===== config.mk =====
export PLATFORM = sky130hd
export DESIGN_NAME = dpll_controller
export DESIGN_NICKNAME = d
export VERILOG_FILES = /design/src/rtl/dpll_pkg.sv /design/src/rtl/sat_counter.sv /design/src/rtl/dpll_controller.sv
export SDC_FILE = /design/constraint.sdc
export NUM_CORES = 1
export LEC_CHECK = 0
export CAP_MARGIN = 0
export CELL_PAD_IN_SITES_DETAIL_PLACEMENT = 0
export CELL_PAD_IN_SITES_GLOBAL_PLACEMENT = 1
export CORE_MARGIN = 8
export CORE_UTILIZATION = 37
export DETAILED_ROUTE_END_ITERATION = 6
export GPL_ROUTABILITY_DRIVEN = 0
export PLACE_DENSITY_LB_ADDON = 0.1
export RECOVER_POWER = 50
export SYNTH_ARGS = -nofsm -noshare
export SYNTH_HDL_FRONTEND = slang
export SYNTH_SLANG_ARGS = --single-unit
export TNS_END_PERCENT = 10

===== constraint.sdc =====
create_clock -name clock_i -period 2.7 [get_ports clock_i]
set_input_delay 0.54 -clock clock_i [delete_from_list [all_inputs] [get_ports clock_i]]
set_output_delay 0.54 -clock clock_i [all_outputs]
set_load 0.005 [all_outputs]

===== src/rtl/dpll_pkg.sv =====
// Shared types and default sizing for the DPLL search sequencer.
package dpll_pkg;

  localparam int VAR_NUM_DEF = 8;
  localparam int VAR_W_DEF   = $clog2(VAR_NUM_DEF);
  localparam int LVL_W_DEF   = $clog2(VAR_NUM_DEF + 1);
  localparam int STAT_W_DEF  = 16;

  typedef enum logic [2:0] {
    ST_IDLE      = 3'd0,
    ST_BCP       = 3'd1,
    ST_WAIT_BCP  = 3'd2,
    ST_CHECK     = 3'd3,
    ST_DECIDE    = 3'd4,
    ST_BACKTRACK = 3'd5,
    ST_SAT       = 3'd6,
    ST_UNSAT     = 3'd7
  } dpll_state_t;

  // A new search may only be launched from a resting state.
  function automatic logic accepts_start(input dpll_state_t s);
    return (s == ST_IDLE) || (s == ST_SAT) || (s == ST_UNSAT);
  endfunction

endpackage


===== src/rtl/sat_counter.sv =====
// Saturating up-counter: sticks at all-ones instead of wrapping; clear wins over increment.
module sat_counter #(
  parameter int W = 16
) (
  input  logic         clock_i,
  input  logic         reset_i,
  input  logic         clr_i,
  input  logic         inc_i,
  output logic [W-1:0] count_o
);

  logic [W-1:0] count_q;
  logic [W-1:0] count_d;

  // Next count: clear, saturating increment, or hold.
  always_comb begin
    count_d = count_q;
    if (clr_i) begin
      count_d = '0;
    end else if (inc_i && (count_q != {W{1'b1}})) begin
      count_d = count_q + 1'b1;
    end
  end

  // Count register.
  always_ff @(posedge clock_i) begin
    if (reset_i) begin
      count_q <= '0;
    end else begin
      count_q <= count_d;
    end
  end

  assign count_o = count_q;

endmodule


===== src/rtl/dpll_controller.sv =====
// DPLL search sequencer: propagate, check, decide, backtrack; reports verdict and statistics.
module dpll_controller
  import dpll_pkg::*;
#(
  parameter int VAR_NUM = VAR_NUM_DEF,
  parameter int STAT_W  = STAT_W_DEF,
  parameter int VAR_W   = $clog2(VAR_NUM),
  parameter int LVL_W   = $clog2(VAR_NUM + 1)
) (
  input  logic              clock_i,
  input  logic              reset_i,
  input  logic              start_i,
  input  logic              free_any_i,
  output logic              decision_en_o,
  input  logic              decision_done_i,
  input  logic [VAR_W-1:0]  decision_var_i,
  output logic              bcp_start_o,
  input  logic              bcp_done_i,
  input  logic              bcp_conflict_i,
  output logic              back_sign_o,
  input  logic              back_done_i,
  output logic [LVL_W-1:0]  level_o,
  output logic [VAR_W-1:0]  last_var_o,
  output logic              busy_o,
  output logic              sat_o,
  output logic              unsat_o,
  output logic              error_o,
  output logic [STAT_W-1:0] n_decisions_o,
  output logic [STAT_W-1:0] n_conflicts_o
);

  dpll_state_t      state_q;
  dpll_state_t      state_d;
  logic [LVL_W-1:0] level_q;
  logic [VAR_W-1:0] last_var_q;
  logic             error_q;

  // Handshake events, each qualified by the state that is waiting for it.
  logic start_acc;
  logic dec_fire;
  logic lvl_full;
  logic dec_ok;
  logic dec_ovf;
  logic conf_top;
  logic bt_done;

  assign start_acc = start_i && accepts_start(state_q);
  assign dec_fire  = (state_q == ST_DECIDE) && decision_done_i;
  assign lvl_full  = (level_q == LVL_W'(VAR_NUM));
  assign dec_ok    = dec_fire && !lvl_full;
  assign dec_ovf   = dec_fire && lvl_full;
  assign conf_top  = (state_q == ST_WAIT_BCP) && bcp_done_i && bcp_conflict_i
                     && (level_q == '0);
  assign bt_done   = (state_q == ST_BACKTRACK) && back_done_i;

  // State register.
  always_ff @(posedge clock_i) begin
    if (reset_i) begin
      state_q <= ST_IDLE;
    end else begin
      state_q <= state_d;
    end
  end

  // Next-state logic for the search loop.
  always_comb begin
    state_d = state_q;
    case (state_q)
      ST_IDLE, ST_SAT, ST_UNSAT: if (start_i) state_d = ST_BCP;
      ST_BCP:                    state_d = ST_WAIT_BCP;
      ST_WAIT_BCP: begin
        if (bcp_done_i) begin
          if (!bcp_conflict_i)     state_d = ST_CHECK;
          else if (level_q == '0)  state_d = ST_UNSAT;
          else                     state_d = ST_BACKTRACK;
        end
      end
      ST_CHECK:                  state_d = free_any_i ? ST_DECIDE : ST_SAT;
      ST_DECIDE:    if (decision_done_i) state_d = lvl_full ? ST_UNSAT : ST_BCP;
      ST_BACKTRACK: if (back_done_i)     state_d = ST_BCP;
      default:                   state_d = ST_IDLE;
    endcase
  end

  // Moore output decode straight from the state register.
  always_comb begin
    bcp_start_o   = (state_q == ST_BCP);
    decision_en_o = (state_q == ST_DECIDE);
    back_sign_o   = (state_q == ST_BACKTRACK);
    sat_o         = (state_q == ST_SAT);
    unsat_o       = (state_q == ST_UNSAT);
    busy_o        = (state_q == ST_BCP) || (state_q == ST_WAIT_BCP) ||
                    (state_q == ST_CHECK) || (state_q == ST_DECIDE) ||
                    (state_q == ST_BACKTRACK);
  end

  // Decision level, last decided variable and overflow flag.
  // Backtrack is only entered with level > 0, so the decrement cannot underflow.
  always_ff @(posedge clock_i) begin
    if (reset_i) begin
      level_q    <= '0;
      last_var_q <= '0;
      error_q    <= 1'b0;
    end else if (start_acc) begin
      level_q    <= '0;
      error_q    <= 1'b0;
    end else if (dec_ok) begin
      level_q    <= level_q + 1'b1;
      last_var_q <= decision_var_i;
    end else if (dec_ovf) begin
      error_q    <= 1'b1;
    end else if (bt_done) begin
      level_q    <= level_q - 1'b1;
    end
  end

  assign level_o    = level_q;
  assign last_var_o = last_var_q;
  assign error_o    = error_q;

  sat_counter #(.W(STAT_W)) u_dec_cnt (
    .clock_i (clock_i),
    .reset_i (reset_i),
    .clr_i   (start_acc),
    .inc_i   (dec_ok),
    .count_o (n_decisions_o)
  );

  // A conflict counts either when it ends the search at level 0 or when its backtrack completes.
  sat_counter #(.W(STAT_W)) u_conf_cnt (
    .clock_i (clock_i),
    .reset_i (reset_i),
    .clr_i   (start_acc),
    .inc_i   (conf_top || bt_done),
    .count_o (n_conflicts_o)
  );

endmodule


== Word level (Yosys, flattened, before mapping) ==
Cells that the tools add are included.

* Bits of input ports: 11
* Output and inout bits: 46
* Bits in registers: 43
* Logic and storage cells: 66

* Multiplexer cells: 12
* Reduce and logical (&&, ||, !) cells: 27
* Bitwise logic cells: 2
* Eq/ne operators: 15
* Add/sub/neg operators: 4

{| class="wikitable"
|+ Operators with widths
! kind !! number
|-
| $add A16 B1 Y16 const B || 2
|-
| $ne A16 B16 Y1 const B || 2
|-
| $mux W3 || 6
|-
| $pmux W3 S6 || 1
|-
| $eq A3 B3 Y1 const B || 4
|-
| $mux W4 || 3
|-
| $logic_and A1 B1 Y1 || 10
|-
| $logic_or A1 B1 Y1 || 7
|-
| $eq A3 B2 Y1 const B || 2
|-
| $ne A2 B1 Y1 const B || 3
|-
| $reduce_and A2 Y1 || 3
|-
| $add A4 B1 Y4 const B || 1
|-
| $eq A4 B4 Y1 const B || 1
|-
| $logic_not A4 Y1 || 1
|-
| $mux W2 || 2
|-
| $ne A2 B2 Y1 const B || 2
|-
| $reduce_and A4 Y1 || 1
|-
| $sub A4 B1 Y4 const B || 1
|-
| $eq A3 B1 Y1 const B || 1
|-
| $logic_not A3 Y1 || 1
|-
| $reduce_or A3 Y1 || 1
|-
| $not A1 Y1 || 2
|-
| $reduce_bool A2 Y1 || 1
|-
| $reduce_or A2 Y1 || 1
|-
| $logic_not A1 Y1 || 1
|}

== Logic depth before layout (Yosys ltp) ==
Gate-level depths: netlist of the first run.

* Depth in word-level cells: 6
* Mapped depth: 11
* Mapped depth without buffers: 8

== Modules after synthesis ==
A second synthesis of the first run with hierarchy kept.

* Cells, all modules: 290
* Area, all modules: 2573.7 µm²

{| class="wikitable"
|+ By module, submodules not included
! module !! instances !! sequential area each (µm²) !! cells an instance !! area an instance (µm²)
|-
| sat_counter || 2 || 320.3 || 102 || 917.1
|-
| dpll_controller || 1 || 220.2 || 86 || 739.5
|}

== Worst setup path after synthesis of the first run ==
No wires, ideal clock.

* Kind: reg-to-reg
* Start point: register level_q[0] (netlist: level_o[0])
* End point: register level_q[3] (netlist: level_o[3])
* Arrival: 2364 ps
* Cell stages (with the launch flop): 11
* Buffers on the path: 2
* Path slack: 265 ps
* Setup time: 72 ps
* Required time: 2628 ps
* Period minus slack after synthesis: 2435 ps
* Cells stage by stage: dfxtp_1 > or4b_4 > and2_4 > buf_6 > inv_2 > buf_6 > ha_1 > a21o_1 > a21oi_1 > mux2i_1 > mux2i_1

* Word-level cells in the longest chain between the ends: 5
* Elaborated cells on any way between the ends: 12
* Classes of those cells: 2 x add/sub; 2 x eq/ne; 3 x mux; 5 x reduce/logical

{| class="wikitable"
|+ Ends and longest elaborated chain
! what !! RTL line !! source
|-
| start: declaration || dpll_controller.sv:34 || <nowiki>logic [LVL_W-1:0] level_q;</nowiki>
|-
| start signal: assignment || dpll_controller.sv:108 || <nowiki>level_q <= level_q + 1'b1;</nowiki>
|-
| start signal: assignment || dpll_controller.sv:113 || <nowiki>level_q <= level_q - 1'b1;</nowiki>
|-
| parallel branches: the longest is 5 deep, another holds $sub A4 B1 Y4 || n/a ||
|}

Several ways; the timed one is not identified. The select of a mux whose other input is x is not followed.
A chain may end at the register's enable or synchronous reset.

== Worst setup path in the final report of the first run ==
* Start point: input port decision_done_i
* End point: register level_q[3] (netlist: level_o[3])

* Word-level cells in the longest chain between the ends: 4
* Elaborated cells on any way between the ends: 7
* Classes of those cells: 1 x eq/ne; 1 x mux; 5 x reduce/logical

{| class="wikitable"
|+ Ends and longest elaborated chain
! what !! RTL line !! source
|-
| start: declaration || dpll_controller.sv:15 || <nowiki>input logic decision_done_i,</nowiki>
|-
| $logic_and A1 B1 Y1 (*) || dpll_controller.sv:48 || <nowiki>assign dec_fire = (state_q == ST_DECIDE) && decision_done_i;</nowiki>
|-
| $logic_and A1 B1 Y1 (on tied branches) || dpll_controller.sv:51, dpll_controller.sv:50 ||
|-
| $ne A2 B1 Y1 (no source line) or $reduce_bool A2 Y1 (tied branches) || n/a ||
|-
| $reduce_and A2 Y1 (no source line) || n/a ||
|}

Mark *: on every way between the ends. The rest lies on a longest branch, timed or not.

==> results by stage, run 1 <==
Worst setup path:
- Data arrives at the worst endpoint at around 2.6 ns.
- The worst setup path is of the input pin to register kind.
- The worst register-to-register path ends at level_o[3]$_SDFFE_PP0P_.
- The number of gates on the worst path with buffers counted is 9.
- The top cell family by delay on the critical path is buffers and inverters.
- The endpoint kind of the worst setup timing path is a register.
- The worst setup path endpoint is level_o[3]$_SDFFE_PP0P_.
- The worst setup path startpoint is decision_done_i.
- The setup slack of the most critical reg-to-reg path is about 0.34 ns.
- The number of buffer and inverter stages on the critical path is 3.
- Traced cell by cell, the critical path runs through dlygate4sd3_1, and4bb_4, and2_0, inv_2, buf_4, ha_1, a21oi_1, mux2i_1, mux2i_1.
- The startpoint identified for the worst register-to-register timing path is level_o[3]$_SDFFE_PP0P_.
- The maximum fanout count along the critical path is 8.
- The sort of element at the start of the critical path is an input pin.
- The maximum single-stage delay on the critical path is ~0.55 ns.
- The cell count of the worst reg-to-reg path is 8.
- In this design, the critical path's most frequently occurring cell is sky130_fd_sc_hd__mux2i_1.
- The data required time of the critical path is approximately 2.9 ns.
- The slowest stage of the critical path is the sky130_fd_sc_hd__dlygate4sd3_1 cell.

Global routing:
- In the global route stage, overall resource usage came out at 14.2%.
- The number of antenna violations at the first check in global routing was 0.
- The total congestion overflow after global routing is 0.
- The number of global-route vias before repair is 2357.
- The pin count of the biggest net entering global routing is 25.
- The first global-routing pass estimated 11500 um of wire.

Floorplan:
- The area of the die is between 9000 and 10000 um2.
- Pin placement for this block handled 57 I/O pins.
- The die extent in x is ~98 um.
- After floorplanning, the core was divided into 30 placement rows.
- The floorplan step set the die height to 98.4 um.
- The initial core utilization is between 30 and 40%.
- The core area is approximately 6700 um2.

Routing:
- After detailed routing, the number of remaining DRC violations is 0.
- The number of vias per cell is between 5 and 6.
- The total via count in the routed design is 2470.
- The iteration count of the initial detailed-routing pass is 4.
- The routed length on met1 is 3450 um.
- The number of design-rule violations left by the first detailed-router iteration is 73.
- Summed over all nets, wire length on met3 after detailed routing comes to roughly 350 um.
- The number of nets with antenna violations after detailed routing is 0.
- After detailed routing, the average wire length per cell comes to about 15 um.
- The final layout contains routed wiring with a total length of around 6800 um.
- The routed length on met2 is 2930 um.
- The uppermost layer routed is met4.

Clock network:
- The tree built by TritonCTS fans out to between 40 and 50 sinks.
- The H-tree was split into 2 levels.
- The maximum buffer depth of the clock tree is 2.
- After clock tree synthesis, the repair step resized 0 gates.
- At the later pin of the worst-skew pair, clock insertion delay measures ~0.30 ns.
- The number of clock buffers added by TritonCTS is 5.
- In this run the post-CTS setup repair buffer count came out at 0.
- The CTS clock-pin slew for the worst setup and hold paths is roughly 0.090 ns.
- Buffers inserted to repair hold after CTS numbered 0.
- TritonCTS built the clock tree.
- The cell chosen for the clock root is sky130_fd_sc_hd__clkbuf_8.

Worst hold path:
- The hold path startpoint is last_var_o[1]$_SDFFE_PP0P_.
- In this run the worst hold path is classified as register to register.
- The worst hold path passes through 2 cells.

STA:
- In the post-route analysis, the smallest setup slack over all paths is 0.294 ns.
- The total negative slack for setup checks is 0 ns.
- The worst setup skew after layout is 0.00832 ns.
- The normalized max-slew margin is between 50% and 60%.
- The actual slew at the worst max-slew pin is 0.685 ns.
- The final-report max-slew violation count is 0.
- The ratio of final minimum period to clock period is between 80% and 90%.
- Setup violations remaining at the end of the flow were counted as 0.
- Setup repair after global routing left no endpoint under its margin.
- Based on the critical path, the design can be clocked at up to around 0.42 GHz.
- The hold violation count in the final report is 0.
- The smallest clock period supported by the final layout is computed as approximately 2.4 ns.

Cells and area:
- Leaving out fill and tap cells, the most frequent cell in the layout is sky130_fd_sc_hd__dfxtp_1.
- The relative area change from synthesis to final layout is 31.5%.
- For this run, the post-layout net count is around 370.
- The cell area after layout is around 3300 um2.
- Once layout is complete, the utilization of the core stands at between 40 and 50%.
- The number of fill cells in the layout is about 660.
- 0 antenna diodes ended up in the layout.
- The library cells used most frequently in the layout, excluding fill and tap cells, are sky130_fd_sc_hd__dfxtp_1, sky130_fd_sc_hd__dlygate4sd3_1, sky130_fd_sc_hd__a21oi_1.
- The fraction of final layout cells with drive strength greater than 1 is between 10% and 20%.

Pwr:
- Across the VDD grid, the largest voltage drop is approximately 220 uV.
- Combinational logic burns under 10% of the power.
- In this run the power spent charging and discharging nets is around 0.00030 W.
- The clock network accounts for around two fifths of the total power.
- The internal portion of the total power is 0.000915 W.
- Net switching is around 24% of the power.
- In this run the static leakage power is between 1 and 1.5 nW.
- Of the total power, registers draw a little over half.
- The cell area power density is 367 nW/um2.

Synth:
- The Yosys step of the flow raised 0 warnings.
- Synthesis produced a netlist whose cell count is between 200 and 300.
- The primary flip-flop cell chosen by synthesis mapping is sky130_fd_sc_hd__dfxtp_1.
- The synthesized design contains 43 register bits.
- Counting every net in the synthesized netlist gives 308.
- Of all flip-flops after synthesis, the portion carrying an async set or reset was 0%.
- The number of flops mapped to enable cells by yosys is 0.
- The count of cell types in the netlist is 56.
- The netlist area before placement is 2510 um2.
- The average instance in the mapped netlist occupies between 8 and 9 um2.
- Sequential elements use 34.3% of the synthesized area.

Status:
- The flow ran to the end, and the final reports show no timing, DRC or antenna violations.

Place:
- The worst-case setup slack after placement is between 0.1 and 0.15 ns.
- The HPWL after detailed placement is slightly below 5000 um.
- The count of buffers added on input and output ports is 56.
- After detailed placement, the total cell area comes to 3210 um2.

Run:
- The number of maximum-capacitance constraint violations is 0.
==> per-layer routing <==
metal	vias to the layer above	track usage (%)
met5	-	0
li1	1265	-
met4	0	2.95
met2	46	22.4
met3	4	5.12
met1	1155	18.0
==> stage by stage <==
| step | instances | hold slack, ns | power (W) |
|---|---|---|---|
| 2_1_floorplan | 292 | 0.447 | 0.000714 |
| 3_3_place_gp | 430 | 0.442 | 0.000760 |
| 3_5_place_dp | 430 | 0.452 | 0.000761 |
| 4_1_cts | 438 | 0.468 | 0.00124 |
| 5_1_grt | 438 | 0.484 | 0.00128 |
| 6_report | 438 | 0.461 | 0.00121 |
==> cells by family after synthesis <==
logic type / count (synthesis) / share of synthesized area [%]
AO/OA/AOI/OAI: 73 / 18.3
XOR/XNOR: 2 / 0.697
adder cells (fa/ha/maj): 5 / 2.79
buffers and inverters: 26 / 5.38
flip-flops: 43 / 34.3
multiplexers: 11 / 4.38
AND/OR/NAND/NOR: 132 / 34.2
==> power groups by stage <==
stage	clock (W)	combinational, W	sequential (W)
final	0.000467	0.0000986	0.000646
after global routing	0.000518	0.000110	0.000647
after CTS	0.000492	0.000101	0.000645
after detailed placement	0	0.000101	0.000660
after global placement	0	0.0000998	0.000660
after floorplan	0	0.0000603	0.000654
==> sequential cells by signal (all words and copies together), names as in the netlist <==
signal and count:
state_q 3, u_dec_cnt.count_o 16, last_var_o 3, error_o 1, u_conf_cnt.count_o 16, level_o 4
==> layout make-up <==
cell class              count  area, um2  area share, %
clock inverters             1       7.51          0.227
flip-flops and latches     43        861           26.1
multi-input cells         223       1510           45.7
well taps                  80        100           3.03
inverters                   9       33.8           1.02
repair buffers             75        696           21.1
clock buffers               7       96.3           2.92
==> worst reg2reg max path, cell delays in order, from the launching register on <==
cell                      delay, ns
sky130_fd_sc_hd__dfxtp_1       0.41
sky130_fd_sc_hd__or4b_1        0.59
sky130_fd_sc_hd__and2_0        0.23
sky130_fd_sc_hd__inv_2         0.08
sky130_fd_sc_hd__buf_4         0.14
sky130_fd_sc_hd__ha_1          0.25
sky130_fd_sc_hd__a21oi_1       0.17
sky130_fd_sc_hd__mux2i_1       0.24
sky130_fd_sc_hd__mux2i_1       0.19
==> Yosys cell counts, types with 2 or more instances <==
| cell | count | area (um2) |
|---|---|---|
| sky130_fd_sc_hd__buf_2 | 6 | 30.0 |
| sky130_fd_sc_hd__dfxtp_1 | 43 | 861 |
| sky130_fd_sc_hd__o41ai_1 | 2 | 17.5 |
| sky130_fd_sc_hd__and2_1 | 3 | 18.8 |
| sky130_fd_sc_hd__xor2_1 | 2 | 17.5 |
| sky130_fd_sc_hd__nor3b_1 | 2 | 15.0 |
| sky130_fd_sc_hd__mux2i_1 | 11 | 110 |
| sky130_fd_sc_hd__buf_6 | 2 | 22.5 |
| sky130_fd_sc_hd__nand2_1 | 16 | 60.1 |
| sky130_fd_sc_hd__inv_1 | 7 | 26.3 |
| sky130_fd_sc_hd__buf_4 | 4 | 30.0 |
| sky130_fd_sc_hd__nand4_1 | 11 | 68.8 |
| sky130_fd_sc_hd__nor4b_2 | 2 | 30.0 |
| sky130_fd_sc_hd__o31ai_1 | 16 | 120 |
| sky130_fd_sc_hd__ha_1 | 4 | 50.1 |
| sky130_fd_sc_hd__or4_1 | 15 | 113 |
| sky130_fd_sc_hd__nand3b_1 | 6 | 45.0 |
| sky130_fd_sc_hd__or2_2 | 2 | 12.5 |
| sky130_fd_sc_hd__o21ai_0 | 5 | 25.0 |
| sky130_fd_sc_hd__nand2b_1 | 2 | 12.5 |
| sky130_fd_sc_hd__or3_1 | 4 | 25.0 |
| sky130_fd_sc_hd__clkbuf_1 | 5 | 18.8 |
| sky130_fd_sc_hd__o211ai_1 | 2 | 15.0 |
| sky130_fd_sc_hd__or4b_1 | 2 | 20.0 |
| sky130_fd_sc_hd__nor2_1 | 13 | 48.8 |
| sky130_fd_sc_hd__a21oi_1 | 33 | 165 |
| sky130_fd_sc_hd__and3_1 | 4 | 25.0 |
| sky130_fd_sc_hd__o21ai_1 | 2 | 10.0 |
| sky130_fd_sc_hd__o21a_1 | 2 | 15.0 |
| sky130_fd_sc_hd__and4_1 | 6 | 52.6 |
| sky130_fd_sc_hd__nor4_1 | 2 | 12.5 |
| sky130_fd_sc_hd__a211oi_1 | 3 | 22.5 |
| sky130_fd_sc_hd__nor2b_1 | 2 | 12.5 |
| sky130_fd_sc_hd__nor4_2 | 3 | 37.5 |
| sky130_fd_sc_hd__nand3_1 | 20 | 100 |
| sky130_fd_sc_hd__nor3_1 | 8 | 40.0 |
==> worst min path at each step <==
stage                                       endpoint  slack (ns)
after global placement    last_var_o[2]$_SDFFE_PP0P_        0.44
after floorplan           last_var_o[0]$_SDFFE_PP0P_        0.45
final                     last_var_o[1]$_SDFFE_PP0P_        0.46
after detailed placement  last_var_o[1]$_SDFFE_PP0P_        0.45
after global routing      last_var_o[1]$_SDFFE_PP0P_        0.48
after CTS                 last_var_o[1]$_SDFFE_PP0P_        0.47
Note: power is estimated with default switching activity, not from simulation.
==> inputs of run 2 (changes only) <==
- CORE_ASPECT_RATIO: default -> 0.8
==> results by stage, run 2 (synthesis gave the netlist of run 1 again) <==
Worst setup path:
- The startpoint of the lowest-slack register-to-register path is level_o[0]$_SDFFE_PP0P_.
- The setup check on the worst reg-to-reg path leaves a slack of 0.28 ns.
- Walking the worst path, the cells encountered are or4b_4, and2_4, inv_2, ha_1, a21o_1, a21oi_1, mux2i_1, mux2i_1.
- The critical path is of the register to register type.
- The endpoint kind of the worst setup timing path is a register.
- The maximum single-stage delay on the critical path is a little over 0.6 ns.
- The critical path data arrival time is around 2.7 ns.
- Measured in cells, the most critical reg-to-reg path has a length of 8.
- The sort of element at the start of the critical path is a register.
- The cell that appears most often on the critical path is sky130_fd_sc_hd__mux2i_1.
- The data required time of the critical path is approximately 3 ns.
- The endpoint of the most critical register-to-register path is level_o[3]$_SDFFE_PP0P_.
- The standard cell with the maximum stage delay on the critical path is sky130_fd_sc_hd__or4b_4.
- In this run the worst path has a maximum fanout of 6.

STA:
- Setup total negative slack on the finished layout was measured at 0 ns.
- After layout, the worst path uses between 80% and 90% of the clock period.
- At the pin with the least slew margin, the transition time is between 0.6 and 0.7 ns.
- The final-report max-slew violation count came to 0.
- Setup repair after global routing left no endpoint under its margin.
- The total setup violations reported at the end of the flow is 0.
- The worst setup skew after layout is 0.0102 ns.
- The worst path in the final design needs a cycle of roughly 2.4 ns, including I/O delays and setup.
- Measured against its own limit, the worst slew margin works out to a little under three fifths.
- The hold violation count in the final report came to 0.
- Timing would allow up to around 0.41 GHz.

Clock network:
- The post-cts resize count is 0.
- The number of post-CTS setup repair buffers is 0.
- In this run, CTS created clock tree buffers numbering 5.
- The number of buffers added to fix hold violations after cts is 0.
- The H-tree depth is 2.
- The clock tree from TritonCTS is built.
- Clock-pin slew was measured on the worst setup and hold paths at ~0.090 ns.
- The clock reaches the later pin of the worst-skew pair after just over 0.3 ns.
- CTS placed an instance of sky130_fd_sc_hd__clkbuf_8 at the clock tree root.
- Clock tree synthesis found a total of 43 sinks.
- In this run the deepest clock path goes through 2 buffers.

Floorplan:
- The initialized floorplan defines 27 standard-cell rows.
- The die covers a little under 10000 um2.
- 57 I/O pins were placed.
- In this run the horizontal extent of the chip is approximately 110 um.
- The floorplan step set the die height to between 80 and 90 um.
- In this run the standard cell core region covers ~6700 um2.
- The initial core utilization is between 30 and 40%.

Global routing:
- The total congestion overflow after global routing is 0.
- The first global-routing pass estimated between 10000 and 15000 um of wire.
- The number of global-route vias before repair came to approximately 2300.
- The number of antenna violations at the first check in global routing was 0.
- The global-route total usage across every layer is 14.2%.
- The pin count of the biggest net entering global routing is 27.

Cells and area:
- The relative area change from synthesis to final layout is 30.8%.
- Leaving out fill and tap cells, the most frequent cell in the layout is sky130_fd_sc_hd__dfxtp_1.
- The non-filler instance count after layout is 440.
- The final antenna diode count is 0.
- Cells with a size suffix above 1 make up a little over a tenth of the layout.
- The count of nets after finishing is ~370.
- In the layout the commonest cells are sky130_fd_sc_hd__dfxtp_1, sky130_fd_sc_hd__dlygate4sd3_1, sky130_fd_sc_hd__a21oi_1.
- With fillers left out, the area of the finished cells amounts to roughly 3300 um2.

Place:
- Once detailed placement completed, the half-perimeter wirelength came to 4950 um.
- The total placed instance area is 3200 um2.
- The total instance count after detailed placement is between 400 and 500.
- The count of buffers from port buffering is 56.

Routing:
- For this block, the via count after detailed routing is roughly 2400.
- The number of design-rule violations left by the first detailed-router iteration is 70.
- For this run, design rule violations remaining after detail routing come to 0.
- Dividing the detail-routed via count by the number of cells gives 5.54.
- The per-cell routed wire length is between 15 and 20 um.
- The count of nets left with antenna violations once routing finished came out at 0.
- The sum of routed wire length over all layers is between 6000 and 7000 um.
- The pre-antenna-repair detailed-routing pass consisted of 4 iterations.

Worst hold path:
- The path category of the worst min-delay check is register to register.
- The worst-case hold path end point is last_var_o[0]$_SDFFE_PP0P_.
- Counting instances, the worst hold path has a depth of 2.
- The hold path startpoint is last_var_o[0]$_SDFFE_PP0P_.

Status:
- The run finished with clean final reports.

Pwr:
- The design draws between 0.001 and 0.0015 W.
- The worst-case IR drop observed on VDD is around 180 uV.
- The cell area power density is roughly 360 nW/um2.
- The leakage power summed over all cells is ~1.2 nW.

Run:
- The number of maximum-capacitance constraint violations is 0.
==> run 2: how the worst max path moves through the flow <==
stage,to,slack (ns),depth (start not counted),startpoint
finish,level_o[3]$_SDFFE_PP0P_,0.28,8,level_o[0]$_SDFFE_PP0P_
global route,level_o[3]$_SDFFE_PP0P_,0.12,8,level_o[0]$_SDFFE_PP0P_
CTS,level_o[3]$_SDFFE_PP0P_,0.26,8,level_o[0]$_SDFFE_PP0P_
detailed placement,level_o[3]$_SDFFE_PP0P_,0.06,9,decision_done_i
global placement,level_o[3]$_SDFFE_PP0P_,0.15,9,decision_done_i
floorplan,level_o[3]$_SDFFE_PP0P_,0.26,10,level_o[0]$_SDFFE_PP0P_
==> run 2: final cells by class <==
type / instances / area, um2
clock buffer: 5 / 68.8
multi-input combinational: 223 / 1520
clock inverter: 3 / 23.8
sequential: 43 / 861
inverter: 9 / 33.8
fill: 667 / 3440
timing repair buffer: 70 / 674
tap: 87 / 109
==> run 2: report_power, final <==
part	total (W)	switching, W	internal, W
Clock	0.000436	0.000251	0.000185
Sequential	0.000646	0.00000934	0.000637
Combinational	0.0000985	0.0000534	0.0000451
Total	0.00118	0.000314	0.000867
==> run 2: metal layers <==
layer / track usage [%] / part of all wire [%] / vias to the layer above / routed length (um)
li1: - / - / 1248 / -
met2: 20.8 / 42 / 50 / 2820
met4: 4.50 / 1.1 / 0 / 72
met5: 0 / 0 / - / 0
met3: 4.71 / 6.6 / 9 / 447
met1: 19.0 / 51 / 1132 / 3460
==> run 2: through the flow <==
| stage | hold WS, ns | setup WS [ns] | utilization, % |
|---|---|---|---|
| after global placement | 0.442 | 0.152 | 47.6 |
| after floorplan | 0.447 | 0.265 | - |
| after CTS | 0.464 | 0.262 | 48.9 |
| after global routing | 0.487 | 0.122 | 48.9 |
| final | 0.457 | 0.282 | 48.9 |
| after detailed placement | 0.451 | 0.0606 | 47.6 |
==> run 2: worst max-delay path, delay by kind of cell, from the launching register on <==
kind	cells	cell delay (ns)
AOI/OAI and AO/OA	2	0.37
and+or+nand+nor	2	0.79
DFF	1	0.41
adders and majority gates	1	0.23
muxes	2	0.46
buffers and inverters	1	0.08
